[src/rtl/tri_serializer.sv]
// tri_serializer: transmit side of the rasterizer triangle input link.
// Buffers whole triangles (NWORDS x WORD_W bits) in a small circular FIFO,
// shifts each one out MSB-first on D and waits for the DONE pulse before
// starting the next triangle.
// Optional build macro: DONE_TIMEOUT_EN adds a DONE watchdog that sets a sticky
// TIMEOUT flag and releases the FSM after TIMEOUT_CYCLES cycles in WAIT_DONE.
module tri_serializer #(
    parameter int WORD_W         = 16,
    parameter int NWORDS         = 9,
    parameter int FIFO_DEPTH     = 2,
    parameter int TIMEOUT_CYCLES = 1048576
) (
    input  logic                     CLK,
    input  logic                     RST,
    input  logic [WORD_W*NWORDS-1:0] TRI_IN,
    input  logic                     TRI_VALID,
    output logic                     TRI_READY,
    output logic                     D,
    output logic                     D_FRAME,
    input  logic                     DONE,
    output logic                     BUSY,
    output logic [15:0]              TRI_COUNT,
    output logic                     TIMEOUT
);

    localparam int TOTAL_W = WORD_W * NWORDS;
    localparam int BIT_W   = $clog2(TOTAL_W);
    localparam int PTR_W   = $clog2(FIFO_DEPTH);
    localparam int CNT_W   = PTR_W + 1;

    localparam logic [BIT_W-1:0] LAST_BIT = BIT_W'(TOTAL_W - 1);
    localparam logic [BIT_W-1:0] BIT_ZERO = BIT_W'(0);
    localparam logic [BIT_W-1:0] BIT_ONE  = BIT_W'(1);
    localparam logic [PTR_W-1:0] PTR_ZERO = PTR_W'(0);
    localparam logic [PTR_W-1:0] PTR_ONE  = PTR_W'(1);
    localparam logic [CNT_W-1:0] CNT_ZERO = CNT_W'(0);
    localparam logic [CNT_W-1:0] CNT_ONE  = CNT_W'(1);
    localparam logic [CNT_W-1:0] DEPTH_C  = CNT_W'(FIFO_DEPTH);

    typedef enum logic [1:0] {
        IDLE      = 2'd0,
        SHIFT     = 2'd1,
        WAIT_DONE = 2'd2
    } state_t;

    state_t               state_r;
    state_t               state_n_s;

    logic [TOTAL_W-1:0]   mem_r [FIFO_DEPTH];
    logic [PTR_W-1:0]     wr_ptr_r;
    logic [PTR_W-1:0]     rd_ptr_r;
    logic [CNT_W-1:0]     count_r;
    logic [CNT_W-1:0]     count_n_s;
    logic [TOTAL_W-1:0]   head_s;

    logic [TOTAL_W-1:0]   sr_r;
    logic [BIT_W-1:0]     bit_cnt_r;

    logic                 push_s;
    logic                 pop_s;
    logic                 done_ack_s;

`ifdef DONE_TIMEOUT_EN
    localparam int WD_W = $clog2(TIMEOUT_CYCLES) + 1;
    localparam logic [WD_W-1:0] WD_LAST = WD_W'(TIMEOUT_CYCLES - 1);
    localparam logic [WD_W-1:0] WD_ZERO = WD_W'(0);
    localparam logic [WD_W-1:0] WD_ONE  = WD_W'(1);

    logic [WD_W-1:0]      wd_cnt_r;
    logic                 wd_expire_s;
`else
    logic                 unused_cfg_s;
    assign unused_cfg_s = (TIMEOUT_CYCLES != 32'sd0);
`endif

    // Ready is withheld during reset so nothing can be pushed into a FIFO being cleared.
    assign TRI_READY = !RST && (count_r < DEPTH_C);
    assign push_s    = TRI_VALID && TRI_READY;
    assign head_s    = mem_r[rd_ptr_r];

    // Next-state decode: pops only from IDLE with data, DONE only honoured in WAIT_DONE.
    always_comb begin
        state_n_s   = state_r;
        pop_s       = 1'b0;
        done_ack_s  = 1'b0;
`ifdef DONE_TIMEOUT_EN
        wd_expire_s = 1'b0;
`endif
        case (state_r)
            IDLE: begin
                if (count_r != CNT_ZERO) begin
                    pop_s     = 1'b1;
                    state_n_s = SHIFT;
                end else begin
                    state_n_s = IDLE;
                end
            end
            SHIFT: begin
                if (bit_cnt_r == BIT_ZERO) begin
                    state_n_s = WAIT_DONE;
                end else begin
                    state_n_s = SHIFT;
                end
            end
            WAIT_DONE: begin
                if (DONE) begin
                    done_ack_s = 1'b1;
                    state_n_s  = IDLE;
                end
`ifdef DONE_TIMEOUT_EN
                else if (wd_cnt_r == WD_LAST) begin
                    wd_expire_s = 1'b1;
                    state_n_s   = IDLE;
                end
`endif
                else begin
                    state_n_s = WAIT_DONE;
                end
            end
            default: begin
                state_n_s = IDLE;
            end
        endcase
    end

    // Occupancy after this edge; simultaneous push and pop leave it unchanged.
    always_comb begin
        count_n_s = count_r;
        case ({push_s, pop_s})
            2'b10:   count_n_s = count_r + CNT_ONE;
            2'b01:   count_n_s = count_r - CNT_ONE;
            default: count_n_s = count_r;
        endcase
    end

    // FIFO pointers and occupancy; pointers wrap naturally at the power-of-two depth.
    always_ff @(posedge CLK) begin
        if (RST) begin
            wr_ptr_r <= PTR_ZERO;
            rd_ptr_r <= PTR_ZERO;
            count_r  <= CNT_ZERO;
        end else begin
            if (push_s) begin
                wr_ptr_r <= wr_ptr_r + PTR_ONE;
            end
            if (pop_s) begin
                rd_ptr_r <= rd_ptr_r + PTR_ONE;
            end
            count_r <= count_n_s;
        end
    end

    // FIFO storage; push is already blocked during reset so no clear is needed.
    always_ff @(posedge CLK) begin
        if (push_s) begin
            mem_r[wr_ptr_r] <= TRI_IN;
        end
    end

    // FSM state, shift register and serial outputs.
    always_ff @(posedge CLK) begin
        if (RST) begin
            state_r   <= IDLE;
            sr_r      <= {TOTAL_W{1'b0}};
            bit_cnt_r <= BIT_ZERO;
            D         <= 1'b0;
            D_FRAME   <= 1'b0;
        end else begin
            state_r <= state_n_s;
            case (state_r)
                IDLE: begin
                    if (pop_s) begin
                        sr_r      <= head_s;
                        bit_cnt_r <= LAST_BIT;
                        D         <= head_s[TOTAL_W-1];
                        D_FRAME   <= 1'b1;
                    end else begin
                        D         <= 1'b0;
                        D_FRAME   <= 1'b0;
                    end
                end
                SHIFT: begin
                    if (bit_cnt_r == BIT_ZERO) begin
                        D       <= 1'b0;
                        D_FRAME <= 1'b0;
                    end else begin
                        sr_r      <= {sr_r[TOTAL_W-2:0], 1'b0};
                        bit_cnt_r <= bit_cnt_r - BIT_ONE;
                        D         <= sr_r[TOTAL_W-2];
                        D_FRAME   <= 1'b1;
                    end
                end
                default: begin
                    D       <= 1'b0;
                    D_FRAME <= 1'b0;
                end
            endcase
        end
    end

    // Completed-triangle counter and busy indication from next-cycle state.
    always_ff @(posedge CLK) begin
        if (RST) begin
            TRI_COUNT <= 16'd0;
            BUSY      <= 1'b0;
        end else begin
            if (done_ack_s) begin
                TRI_COUNT <= TRI_COUNT + 16'd1;
            end
            BUSY <= (state_n_s != IDLE) || (count_n_s != CNT_ZERO);
        end
    end

`ifdef DONE_TIMEOUT_EN
    // Watchdog: cleared outside WAIT_DONE, counts each cycle spent waiting.
    always_ff @(posedge CLK) begin
        if (RST) begin
            wd_cnt_r <= WD_ZERO;
        end else if (state_r != WAIT_DONE) begin
            wd_cnt_r <= WD_ZERO;
        end else begin
            wd_cnt_r <= wd_cnt_r + WD_ONE;
        end
    end

    // Sticky timeout flag, cleared only by reset.
    always_ff @(posedge CLK) begin
        if (RST) begin
            TIMEOUT <= 1'b0;
        end else begin
            TIMEOUT <= TIMEOUT | wd_expire_s;
        end
    end
`else
    // Without the watchdog the timeout flag is permanently low.
    always_ff @(posedge CLK) begin
        TIMEOUT <= 1'b0;
    end
`endif

endmodule

[config.mk]
export PLATFORM = sky130hd
export DESIGN_NAME = tri_serializer
export DESIGN_NICKNAME = d
export VERILOG_FILES = /design/src/rtl/tri_serializer.sv
export SDC_FILE = /design/constraint.sdc
export NUM_CORES = 1
export LEC_CHECK = 0
export ABC_CLOCK_PERIOD_IN_PS = 17500
export BUFFER_PORTS_ARGS = -buffer_cell sky130_fd_sc_hd__buf_2
export CORE_MARGIN = 1
export CORE_UTILIZATION = 50
export DETAILED_ROUTE_END_ITERATION = 10
export MAX_ROUTING_LAYER = met4
export PLACE_DENSITY = 0.75
export SLEW_MARGIN = 20
export SYNTH_ARGS = -nofsm -noshare
export SYNTH_HDL_FRONTEND = slang
export SYNTH_SLANG_ARGS = --single-unit
export TNS_END_PERCENT = 100
[constraint.sdc]
create_clock -name CLK -period 17.5 [get_ports CLK]
set_input_delay 0 -clock CLK [delete_from_list [all_inputs] [get_ports CLK]]
set_output_delay 0 -clock CLK [all_outputs]
set_load 0.005 [all_outputs]
Word-level counts from Yosys, hierarchy flattened --
Memories as Yosys holds them, arrays and structs flattened. A register that Yosys moved wholly into a read port is not among the register bits. Index checks and enable logic that the tools add are counted.
Storage, ports and cells: output and inout bits 21, input bits 148, memories 1, bits in registers 176, bits in writable memories 288
Memory list:
- mem_r | depth 2, width 144, rd ports 1, clocked after Yosys merged registers in 1, wr ports 1, line 49 | logic [TOTAL_W-1:0] mem_r [FIFO_DEPTH];
Cells by class: equality and inequality tests 6, muxes and demuxes 25, $add $sub $neg 6, magnitude comparators 1, reductions and logical operators 11
Operators with widths (count):
- 143-bit two-way mux | 2
- 143-bit case mux with 2 select lines | 1
- 16-bit by 1-bit adder with 16-bit output (second input constant) | 1
- 8-bit two-way mux | 2
- 8-bit case mux with 2 select lines | 1
- 1-bit two-way mux | 13
- 8-bit zero test | 1
- 2-bit nonzero test | 4
- 8-bit by 1-bit subtractor with 8-bit output (second input constant) | 1
- 2-bit case mux with 3 select lines | 1
- 2-bit by 1-bit == test with 1-bit output (second input constant) | 2
- 2-bit == test (second input constant) | 2
- 2-bit two-way mux | 2
- 2-bit != test (second input constant) | 2
- 1-bit case mux with 2 select lines | 2
- 2-bit case mux with 2 select lines | 1
- 3-bit AND reduction | 1
- 1-bit adder (second input constant) | 2
- 2-bit by 1-bit adder with 2-bit output (second input constant) | 1
- 1-bit logical AND | 2
- 2-bit zero test | 1
- 2-bit less-than comparator (second input constant) | 1
- 2-bit by 1-bit subtractor with 2-bit output (second input constant) | 1
- 1-bit zero test | 1
- 1-bit logical OR | 1

Logic depth before layout (Yosys ltp) --
Gate-level depths: netlist of the first run.
depth in word-level cells 7, gate-level depth with buffers 9

Worst setup path before layout of the first run --
No wires, ideal clock.
path type register to register, from reg count_r[1], to mem mem_r[0][0] in the netlist's numbering, enable pin, arrival 6.628 ns, library setup time 0.649 ns, slack 10.223 ns, stages on the path, launching flop included 4, required time 16.851 ns, buffers on the path 0, cell sequence dfxtp_1 > nor2_1 > nand2_1 > nor2_1
On the way: cells in the longest elaborated chain, start to end 5
RTL lines:
- from (decl) | line 52 | logic [CNT_W-1:0] count_r;
- from (signal assigned) | line 149 | count_r <= count_n_s;
- 2-bit less-than comparator | line 77 | assign TRI_READY = !RST && (count_r < DEPTH_C);
- 1-bit logical AND | line 77
- named net TRI_READY | line 17 | output logic TRI_READY,
- 1-bit logical AND | line 78 | assign push_s = TRI_VALID && TRI_READY;
- 1-bit two-way mux | line 155 | if (push_s) begin
- 1-bit two-way mux (not written as such) | line 156 | mem_r[wr_ptr_r] <= TRI_IN;
- to (decl) | line 49
The timed path passes the listed nets, and every way through them passes these cells.

Worst setup path after layout of the first run --
from reg bit_cnt_r[0], to reg sr_r[20]
On the way: cells in the longest elaborated chain, start to end 3
RTL lines:
- from (decl) | line 57 | logic [BIT_W-1:0] bit_cnt_r;
- from (signal assigned) | line 188 | bit_cnt_r <= bit_cnt_r - BIT_ONE;
- 8-bit zero test | line 183 | if (bit_cnt_r == BIT_ZERO) begin
- 2-bit != test (no source line)
- 3-bit AND reduction (no source line)
- to (signal assigned) | line 164 | sr_r <= {TOTAL_W{1'b0}};
- to (signal assigned) | line 173 | sr_r <= head_s;
- to (signal assigned) | line 187 | sr_r <= {sr_r[TOTAL_W-2:0], 1'b0};
- to (decl) | line 56 | logic [TOTAL_W-1:0] sr_r;
Every way passes these cells. A chain may end at the register's enable or synchronous reset.

==> results.sh, run 1 <==
export IMPL_outcome="complete, no violations"
export IMPL_ant_nets=0
export IMPL_p_switching_w=0.00105
export IMPL_fp_dieW_um=191
export IMPL_setup_tns_ps=0
export IMPL_power_frac_comb=0.275
export IMPL_powerDensity_mw_per_mm2=149
export IMPL_ys_flop_type="edfxtp_1"
export IMPL_p_int_w=0.00221
export IMPL_synth_edf_count=288
export IMPL_grt_pass1_wl_mm=59.0
export IMPL_track_usage=0.212
export IMPL_postSynthCellCount=1423
export IMPL_yosys_area_top_type_share=0.484
export IMPL_switching_share=0.323
export IMPL_startpoint="bit_cnt_r[0]"
export IMPL_clk_insertion_delay_late_ps=570
export IMPL_drive_gt1_frac=0.150
export IMPL_yosysTopAreaCell="edfxtp_1"
export IMPL_critPathSlowestCell="a311o_2"
export IMPL_worst_slew_pin_slew_ps=1080
export IMPL_cts_buffer_depth=3
export IMPL_hold_viol=0
export IMPL_pwr_share_clk=0.291
export IMPL_cts_buffers=48
export IMPL_portBuffers=167
export IMPL_die_area_mm2=0.0365
export IMPL_cp_arrival_ps=4190
export IMPL_antenna_found_initial=0
export IMPL_drc=0
export IMPL_cts_sinks=465
export IMPL_drt_iter0_markers=768
export IMPL_postCtsSetupBuffers=0
export IMPL_cpPeakStageDelay_ps=800
export IMPL_die_y_um=191
export IMPL_async_flop_share=0
export IMPL_cpMostUsedCell="buf_4"
export IMPL_start_util=0.513
export IMPL_ioPinCount=169
export IMPL_finalSetupViolCount=0
export IMPL_ir_worst_vdd_uv=105
export IMPL_ys_types=52
export IMPL_synth_seq_cells=465
export IMPL_cp_max_fo=67
export IMPL_num_vias=11800
export IMPL_power_frac_seq=0.435
export IMPL_final_nets=1848
export IMPL_r2r_start="bit_cnt_r[0]"
export IMPL_cts_tree="yes"
export IMPL_grt_remaining_overflow=0
export IMPL_dp_hpwl_mm=20.3
export IMPL_min_from="TRI_IN[128]"
export IMPL_yosys_top_cells_area="edfxtp_1 (48%), dfxtp_1 (20%), mux2i_1 (8.1%), nand2_1 (6.2%), o211ai_1 (6.0%)"
export IMPL_drv_slew=0
export IMPL_synth_area_mm2=0.0179
export IMPL_yosys_warnings=0
export IMPL_postSynthAreaPerCell_um2=12.5
export IMPL_via_per_inst=5.39
export IMPL_cp_top_family="buffers and inverters"
export IMPL_cp_start_kind="flip-flop"
export IMPL_drv_cap=0
export IMPL_grt_pass1_vias=11700
export IMPL_relSlewSlack=0.279
export IMPL_area_growth_pct=22.7
export IMPL_min_period_over_period=0.212
export IMPL_required_ps=17980
export IMPL_rsz0062_at_grt="no"
export IMPL_gp_congestion=0.771
export IMPL_core_mm2=0.0348
export IMPL_clk_pin_slew_ps=60
export IMPL_post_route_util=0.629
export IMPL_syn_num_nets=1574
export IMPL_finalCriticalPeriod_ps=3710
export IMPL_grt_max_degree=108
export IMPL_timing_critical_path_buf_inv=3
export IMPL_crit_type="reg -> reg"
export IMPL_dr_pass1_iters=5
export IMPL_wire_per_inst_um=17.0
export IMPL_min_path_type="in -> reg"
export IMPL_htreeDepth=2
export IMPL_end_kind="flip-flop"
export IMPL_crit_path_cell_trace="inv_1 > ha_1 > nor3b_1 > a311o_2 > buf_4 > buf_4 > nand2_1 > a21oi_1"
export IMPL_clock_skew_ps=12.6
export IMPL_clockRootBuffer="clkbuf_16"
export IMPL_leakagePower_nw=7.83
export IMPL_synth_yosys_seq_area_share=0.683
export IMPL_rows=68
export IMPL_max_freq_mhz=269
export IMPL_drt_wl_total_mm=37.2
stage by stage:
step                std cells  power (W)  cell area [um^2]  setup WS (ps)  hold WS [ps]
floorplan                1423    0.00214             17900          10220          38.8
global placement         1954    0.00228             18900          13980           187
detailed placement       1954    0.00231             18900          13830           191
CTS                      2191    0.00329             21900          13770           116
global route             2192    0.00345             21900          13490           131
finish                   2193    0.00327             21900          13790           151
worst paths after layout:
| check | endpoint | depth (start not counted) | slack [ps] |
|---|---|---|---|
| worst max register to register | sr_r[20] | 8 | 13790 |
| worst min-delay path | mem_r[0][128] | 2 | 150 |
| worst max-delay path | sr_r[20] | 8 | 13790 |
| worst min register to register | sr_r[38] | 2 | 450 |
repair_timing:
item                       CTS  global route
hold buffers               147             0
hold endpoints to repair   363             0
resized for setup            0             0
setup endpoints to repair    0             0
layout by cell type (no fill, tap or decap), drive strengths merged, types with 9 or more instances in the layout:
master,Yosys,final
clkbuf,52,78
o211ai,142,142
mux2i,145,145
buf,53,182
nor2,25,25
xor2,9,9
dlygate4sd3,0,147
edfxtp,288,288
a21oi,151,151
dfxtp,177,177
nand2,293,293
cells in the mapped netlist, drive strengths merged (3+ instances only):
cell type,n
nor2,25
o21ai,6
nand3,8
a31oi,4
mux2i,145
xor2,9
nand2,293
nor3,6
inv,5
dfxtp,177
a21oi,151
edfxtp,288
ha,3
nand4,4
xnor2,5
or3,8
nand2b,4
clkbuf,52
buf,53
o211ai,142
nor4,3
power groups by stage:
stage / Sequential, W / Combinational, W / Clock (W)
2_1_floorplan: 0.00142 / 0.000720 / 0
3_3_place_gp: 0.00143 / 0.000843 / 0
3_5_place_dp: 0.00144 / 0.000868 / 0
4_1_cts: 0.00142 / 0.000899 / 0.000968
5_1_grt: 0.00144 / 0.00100 / 0.00101
6_report: 0.00142 / 0.000897 / 0.000949
registers in the layout, indices dropped and copies added, names as in the netlist, 2 cells and up, named ones only:
name and flops:
TRI_COUNT 16, bit_cnt_r 8, count_r 2, mem_r 288, sr_r 143, state_r 2
cell type report:
type                    count  area (um^2)
clock inverters            12         75.1
repair buffers            329         2450
flip-flops and latches    465        12200
inverters                   5         18.8
multi-input cells         848         5200
well taps                 455          569
diodes                      1         2.50
clock buffers              78         1400
fillers                  2578        12900
layer usage:
metal,GRT usage,routed length [um],up-vias
met5,-,0,-
met3,0.0354,1640,72
li1,-,-,5776
met1,0.251,15800,5696
met4,0.0914,1260,0
met2,0.356,18500,272
cells by family after synthesis:
family / count (synthesis) / synth area share
flops: 465 / 0.683
simple gates: 369 / 0.0872
compound gates: 315 / 0.111
mux: 146 / 0.0819
buf+inv: 110 / 0.0279
xor+xnor: 14 / 0.00687
fa+ha+maj: 3 / 0.00210
other cells: 1 / 0.000210
Power figures use the tool's default switching activity.
==> run 2: changes to the inputs <==
- ABC_CLOCK_PERIOD_IN_PS: 17500 -> 3200
- PLACE_DENSITY: 0.75 -> 0.78
- clock period: 17.5 -> 3.2 ns (I/O delays scaled with it)
==> run 2 against run 1 <==
Clock skew grew 5.1 ps. Register-to-register slack lost 13000 ps. Design area grew 1.0%. Total power grew to 5.6 times the previous value. Utilization grew 0.64 points. Critical path depth shrank 1. Non-clock buffer count grew 8. Maximum frequency grew 53%. Via count grew 0.29%. Clock-buffer cell count shrank 3. Hold slack gained 1.6 ps.
==> results.sh, run 2 (same netlist as run 1, synthesis figures left out) <==
export IMPL_min_period_over_period=0.758
export IMPL_drv_cap=0
export IMPL_grt_max_degree=115
export IMPL_mostFrequentLayoutCell="nand2_1"
export IMPL_drv_slew=0
export IMPL_min_path_type="in -> reg"
export IMPL_reg2reg_to="sr_r[45]"
export IMPL_clk_insertion_delay_late_ps=570
export IMPL_cts_buffers=46
export IMPL_cpPeakStageDelay_ps=560
export IMPL_rsz0062_at_grt="no"
export IMPL_leakagePower_nw=7.93
export IMPL_max_freq_mhz=412
export IMPL_start_util=0.513
export IMPL_dp_slack_ps=862
export IMPL_crit_path_cell_trace="inv_1 > ha_1 > nor3b_1 > a311o_2 > buf_12 > nand2_1 > a21oi_1"
export IMPL_min_from="TRI_IN[110]"
export IMPL_drc=0
export IMPL_ant_nets=0
export IMPL_clk_pin_slew_ps=60
export IMPL_die_y_um=191
export IMPL_cp_arrival_ps=2900
export IMPL_ir_worst_vdd_uv=1130
export IMPL_cp_start_kind="flip-flop"
export IMPL_cp_max_fo=114
export IMPL_crit_type="reg -> reg"
export IMPL_holdPathEnd="mem_r[1][110]"
export IMPL_drt_iter0_markers=789
export IMPL_cts_buffer_depth=3
export IMPL_reg2reg_slack_ps=780
export IMPL_finalCriticalPeriod_ps=2420
export IMPL_final_cell_mix="nand2_1 (292), edfxtp_1 (288), dfxtp_1 (176), buf_2 (166), a21oi_1 (151)"
export IMPL_gp_congestion=0.786
export IMPL_largest_reg_flops=288
export IMPL_final_nets=1854
export IMPL_die_area_mm2=0.0365
export IMPL_num_vias=11900
export IMPL_drt_wl_total_mm=37.0
export IMPL_drive_gt1_frac=0.153
export IMPL_ioPinCount=169
export IMPL_worstRegToRegCells=7
export IMPL_p_switching_w=0.00577
export IMPL_setup_slack_ps=776
export IMPL_dp_hpwl_mm=20.6
export IMPL_antenna_found_initial=2
export IMPL_outcome="complete, no violations"
export IMPL_r2r_start="bit_cnt_r[0]"
export IMPL_p_int_w=0.0124
export IMPL_power_frac_comb=0.278
export IMPL_top_register="mem_r"
export IMPL_area_growth_pct=23.9
export IMPL_track_usage=0.213
export IMPL_grt_remaining_overflow=0
export IMPL_postCtsSetupBuffers=0
export IMPL_worst_slew_pin_slew_ps=803
export IMPL_clockRootBuffer="clkbuf_16"
export IMPL_setup_tns_ps=0
export IMPL_hold_viol=0
export IMPL_grt_pass1_wl_mm=59.7
export IMPL_wire_per_inst_um=16.9
export IMPL_clock_skew_ps=17.7
export IMPL_largest_registers="mem_r: 288 flops, sr_r: 143 flops, TRI_COUNT: 16 flops"
export IMPL_fillers=2515
export IMPL_switching_share=0.318
export IMPL_cts_sinks=465
export IMPL_min_path_cells=2
export IMPL_via_per_inst=5.39
export IMPL_end_kind="flip-flop"
export IMPL_dr_pass1_iters=5
export IMPL_relSlewSlack=0.465
export IMPL_powerDensity_mw_per_mm2=822
export IMPL_cts_tree="yes"
export IMPL_power_frac_seq=0.427
export IMPL_required_ps=3670
export IMPL_critPathSlowestCell="nor3b_1"
export IMPL_core_mm2=0.0348
export IMPL_finalSetupViolCount=0
export IMPL_rows=68
export IMPL_pwr_share_clk=0.295
export IMPL_portBuffers=167
export IMPL_fp_dieW_um=191
export IMPL_htreeDepth=2
export IMPL_grt_pass1_vias=11900
run 2: cell types whose count changed in the layout (fill, tap and decap cells not counted), sizes merged, moves of 2 or more:
cell / before / now
buf: 182 / 188
bufinv: 0 / 3
clkbuf: 78 / 75
clkinv: 8 / 6
dlygate4sd3: 147 / 149
run 2: metal layers:
| layer | vias to the layer above | share of wire | global-route usage |
|---|---|---|---|
| li1 | 5804 | - | - |
| met1 | 5660 | 0.43 | 0.259 |
| met2 | 304 | 0.49 | 0.352 |
| met3 | 82 | 0.048 | 0.0332 |
| met4 | 0 | 0.031 | 0.0902 |
| met5 | - | 0 | - |
run 2: power groups by stage:
stage,clock [W],sequential [W],combinational [W]
floorplan,0,0.00772,0.00394
global placement,0,0.00783,0.00474
detailed placement,0,0.00788,0.00490
CTS,0.00547,0.00776,0.00506
global route,0.00572,0.00786,0.00565
finish,0.00536,0.00777,0.00505
run 2: timing repair:
action                                 CTS  global route
setup endpoints to repair                0             0
resized for setup                        0             0
endpoints found under the hold margin  361             0
hold buffers                           149             0
run 2: metrics by stage:
step	power, W	util	std cells	hold WS [ps]	area (um^2)
2_1_floorplan	0.0117	-	1423	27.9	17900
3_3_place_gp	0.0126	0.550	1961	187	19100
3_5_place_dp	0.0128	0.550	1961	191	19100
4_1_cts	0.0183	0.636	2196	123	22100
5_1_grt	0.0192	0.636	2198	148	22100
6_report	0.0182	0.636	2198	153	22100
run 2: layout make-up:
class                           count  area [um^2]  share of cell area
Antenna cell                        2         5.00            0.000226
Clock buffer                       75         1370              0.0621
Clock inverter                     11          133             0.00599
Inverter                            5         18.8            0.000848
Multi-Input combinational cell    848         5200               0.235
Sequential cell                   465        12200               0.551
Tap cell                          455          569              0.0257
Timing Repair Buffer              337         2630               0.119
run 2: worst max path at each step:
| stage | startpoint | to | depth (start not counted) |
|---|---|---|---|
| detailed placement | bit_cnt_r[0] | bit_cnt_r[3] | 7 |
| CTS | bit_cnt_r[0] | bit_cnt_r[3] | 7 |
| global placement | bit_cnt_r[0] | bit_cnt_r[3] | 7 |
| floorplan | count_r[1] | mem_r[0][0] | 3 |
| finish | bit_cnt_r[0] | sr_r[45] | 7 |
| global route | bit_cnt_r[0] | bit_cnt_r[3] | 7 |
run 2: critical path: cells and delay by family, from the launching register on:
family	cells	cell delay (ps)
adder cells (fa/ha/maj)	1	180
AO/OA/AOI/OAI	2	530
buffers and inverters	2	380
AND/OR/NAND/NOR	2	690
flip-flops	1	340
==> run 3: changes to the inputs <==
- ABC_CLOCK_PERIOD_IN_PS: 3200 -> 2400
- PLACE_DENSITY: 0.78 -> 0.75
- clock period: 3.2 -> 2.4 ns (I/O delays scaled with it)
==> run 3 against run 2 <==
Wire length increased by 1.3%. Utilization increased by 0.41 points. Setup slack got worse by 560 ps. Maximum frequency increased by 11%. Critical path depth increased by 1. Sequential cell count unchanged. Via count increased by 0.46%. Clock power increased by 40%. Design area increased by 0.65%. Die area unchanged. Critical path type unchanged. Critical endpoint is now sr_r[103]. Highest routed layer unchanged.
==> results.sh, run 3 (same netlist as run 1, synthesis figures left out) <==
export IMPL_min_path_cells=5
export IMPL_cp_start_kind="flip-flop"
export IMPL_rows=68
export IMPL_p_int_w=0.0170
export IMPL_drv_cap=0
export IMPL_dp_hpwl_mm=20.4
export IMPL_grt_max_degree=135
export IMPL_htreeDepth=2
export IMPL_core_mm2=0.0348
export IMPL_wire_per_inst_um=17.1
export IMPL_via_per_inst=5.42
export IMPL_portBuffers=167
export IMPL_powerDensity_mw_per_mm2=1120
export IMPL_crit_type="reg -> reg"
export IMPL_gp_congestion=0.797
export IMPL_final_nets=1853
export IMPL_die_y_um=191
export IMPL_hold_worst_slack_ps=101
export IMPL_multi_input_area_mm2=0.00521
export IMPL_end_kind="flip-flop"
export IMPL_cts_tree="yes"
export IMPL_min_from="TRI_VALID"
export IMPL_cts_buffer_depth=3
export IMPL_grt_remaining_overflow=0
export IMPL_reg2reg_to="sr_r[103]"
export IMPL_cts_buffers=47
export IMPL_ant_nets=0
export IMPL_r2r_start="bit_cnt_r[0]"
export IMPL_power_frac_comb=0.286
export IMPL_power_frac_seq=0.413
export IMPL_finalCriticalPeriod_ps=2180
export IMPL_ir_worst_vdd_uv=838
export IMPL_clk_pin_slew_ps=60
export IMPL_cp_arrival_ps=2670
export IMPL_finalSetupViolCount=0
export IMPL_drt_wl_total_mm=37.5
export IMPL_min_path_type="in -> reg"
export IMPL_drt_iter0_markers=685
export IMPL_rsz0062_at_grt="no"
export IMPL_grt_pass1_wl_mm=60.5
export IMPL_switching_share=0.317
export IMPL_drv_slew=0
export IMPL_cp_max_fo=32
export IMPL_max_freq_mhz=458
export IMPL_start_util=0.513
export IMPL_outcome="complete, no violations"
export IMPL_largest_reg_flops=288
export IMPL_num_vias=11900
export IMPL_clockRootBuffer="clkbuf_16"
export IMPL_relSlewSlack=0.449
export IMPL_fillers=2547
export IMPL_required_ps=2880
export IMPL_area_sequential_mm2=0.0122
export IMPL_worst_slew_pin_slew_ps=827
export IMPL_leakagePower_nw=8.01
export IMPL_cts_sinks=465
export IMPL_hold_viol=0
export IMPL_reg2reg_slack_ps=220
export IMPL_place_area_mm2=0.0192
export IMPL_min_period_over_period=0.910
export IMPL_final_cell_area_mm2=0.0223
export IMPL_clk_insertion_delay_late_ps=570
export IMPL_ioPinCount=169
export IMPL_die_area_mm2=0.0365
export IMPL_top_register="mem_r"
export IMPL_postCtsSetupBuffers=0
export IMPL_antenna_found_initial=1
export IMPL_track_usage=0.215
export IMPL_mostFrequentLayoutCell="nand2_1"
export IMPL_holdPathEnd="count_r[0]"
export IMPL_drive_gt1_frac=0.160
export IMPL_area_growth_pct=24.7
export IMPL_final_cell_mix="nand2_1 (292), edfxtp_1 (288), dfxtp_1 (175), buf_2 (166), a21oi_1 (151)"
export IMPL_grt_pass1_vias=12100
export IMPL_worstRegToRegCells=8
export IMPL_fp_dieW_um=191
export IMPL_drc=0
export IMPL_largest_registers="mem_r: 288 flops, sr_r: 143 flops, TRI_COUNT: 16 flops"
export IMPL_pwr_share_clk=0.301
export IMPL_clock_skew_ps=12.7
export IMPL_p_switching_w=0.00790
export IMPL_dr_pass1_iters=5
[run 3: cell types whose count changed in the layout (fill, tap and decap cells not counted), sizes merged]
| cell | previous run | this run |
|---|---|---|
| bufinv | 3 | 4 |
| dlygate4sd3 | 149 | 147 |
| inv | 6 | 7 |
| clkbuf | 75 | 67 |
| clkinvlp | 1 | 0 |
| diode | 2 | 1 |
| clkinv | 6 | 14 |
[run 3: layer usage]
metal | share of wire | track usage | wire length, um | up-vias
met2 | 0.50 | 0.357 | 18700 | 251
met5 | 0 | - | 0 | -
met3 | 0.043 | 0.0409 | 1630 | 68
met4 | 0.028 | 0.0735 | 1040 | 0
met1 | 0.43 | 0.263 | 16200 | 5799
li1 | - | - | - | 5786
[run 3: repair_timing]
action	CTS	global route
hold endpoints to repair	324	0
endpoints found under the setup margin	0	36
hold buffers	147	0
resized for setup	0	1
[run 3: metrics by stage]
stage          setup slack [ps]  power, W  TNS (ps)  cells   util
2_1_floorplan              -699    0.0155   -142860   1423      -
5_1_grt                     106    0.0263         0   2196  0.640
3_3_place_gp                233    0.0171         0   1961  0.551
3_5_place_dp                156    0.0173         0   1961  0.551
6_report                    216    0.0249         0   2196  0.640
4_1_cts                    60.0    0.0251         0   2195  0.640
[run 3: worst max path at each step]
stage | startpoint | endpoint | slack [ps] | cells past startpoint
6_report | bit_cnt_r[0] | sr_r[103] | 220 | 8
5_1_grt | bit_cnt_r[0] | sr_r[103] | 110 | 8
4_1_cts | bit_cnt_r[0] | sr_r[103] | 60 | 7
3_5_place_dp | bit_cnt_r[0] | sr_r[104] | 160 | 7
3_3_place_gp | bit_cnt_r[0] | bit_cnt_r[3] | 230 | 7
2_1_floorplan | count_r[1] | mem_r[0][0] | -700 | 3
[run 3: worst max-delay path: stages, from the launching register on]
cell and delay (ps):
dfxtp_1 380, inv_1 70, ha_1 230, nor3b_2 200
a311oi_4 360, buf_12 260, buf_4 260, o211ai_1 160
a21oi_1 180
[run 3: power groups by stage]
stage                     Clock [W]  Sequential, W  Combinational, W
after floorplan                   0         0.0103           0.00526
after global placement            0         0.0104           0.00668
after detailed placement          0         0.0104           0.00691
after CTS                   0.00764         0.0103           0.00715
after global routing        0.00796         0.0104           0.00789
final                       0.00748         0.0103           0.00712
[run 3: layout make-up]
class / count / area share
sequential: 465 / 0.548
multi-input combinational: 848 / 0.234
timing repair buffer: 335 / 0.119
clock buffer: 67 / 0.0626
tap: 455 / 0.0256
clock inverter: 20 / 0.00978
inverter: 5 / 0.000843
antenna: 1 / 0.000112
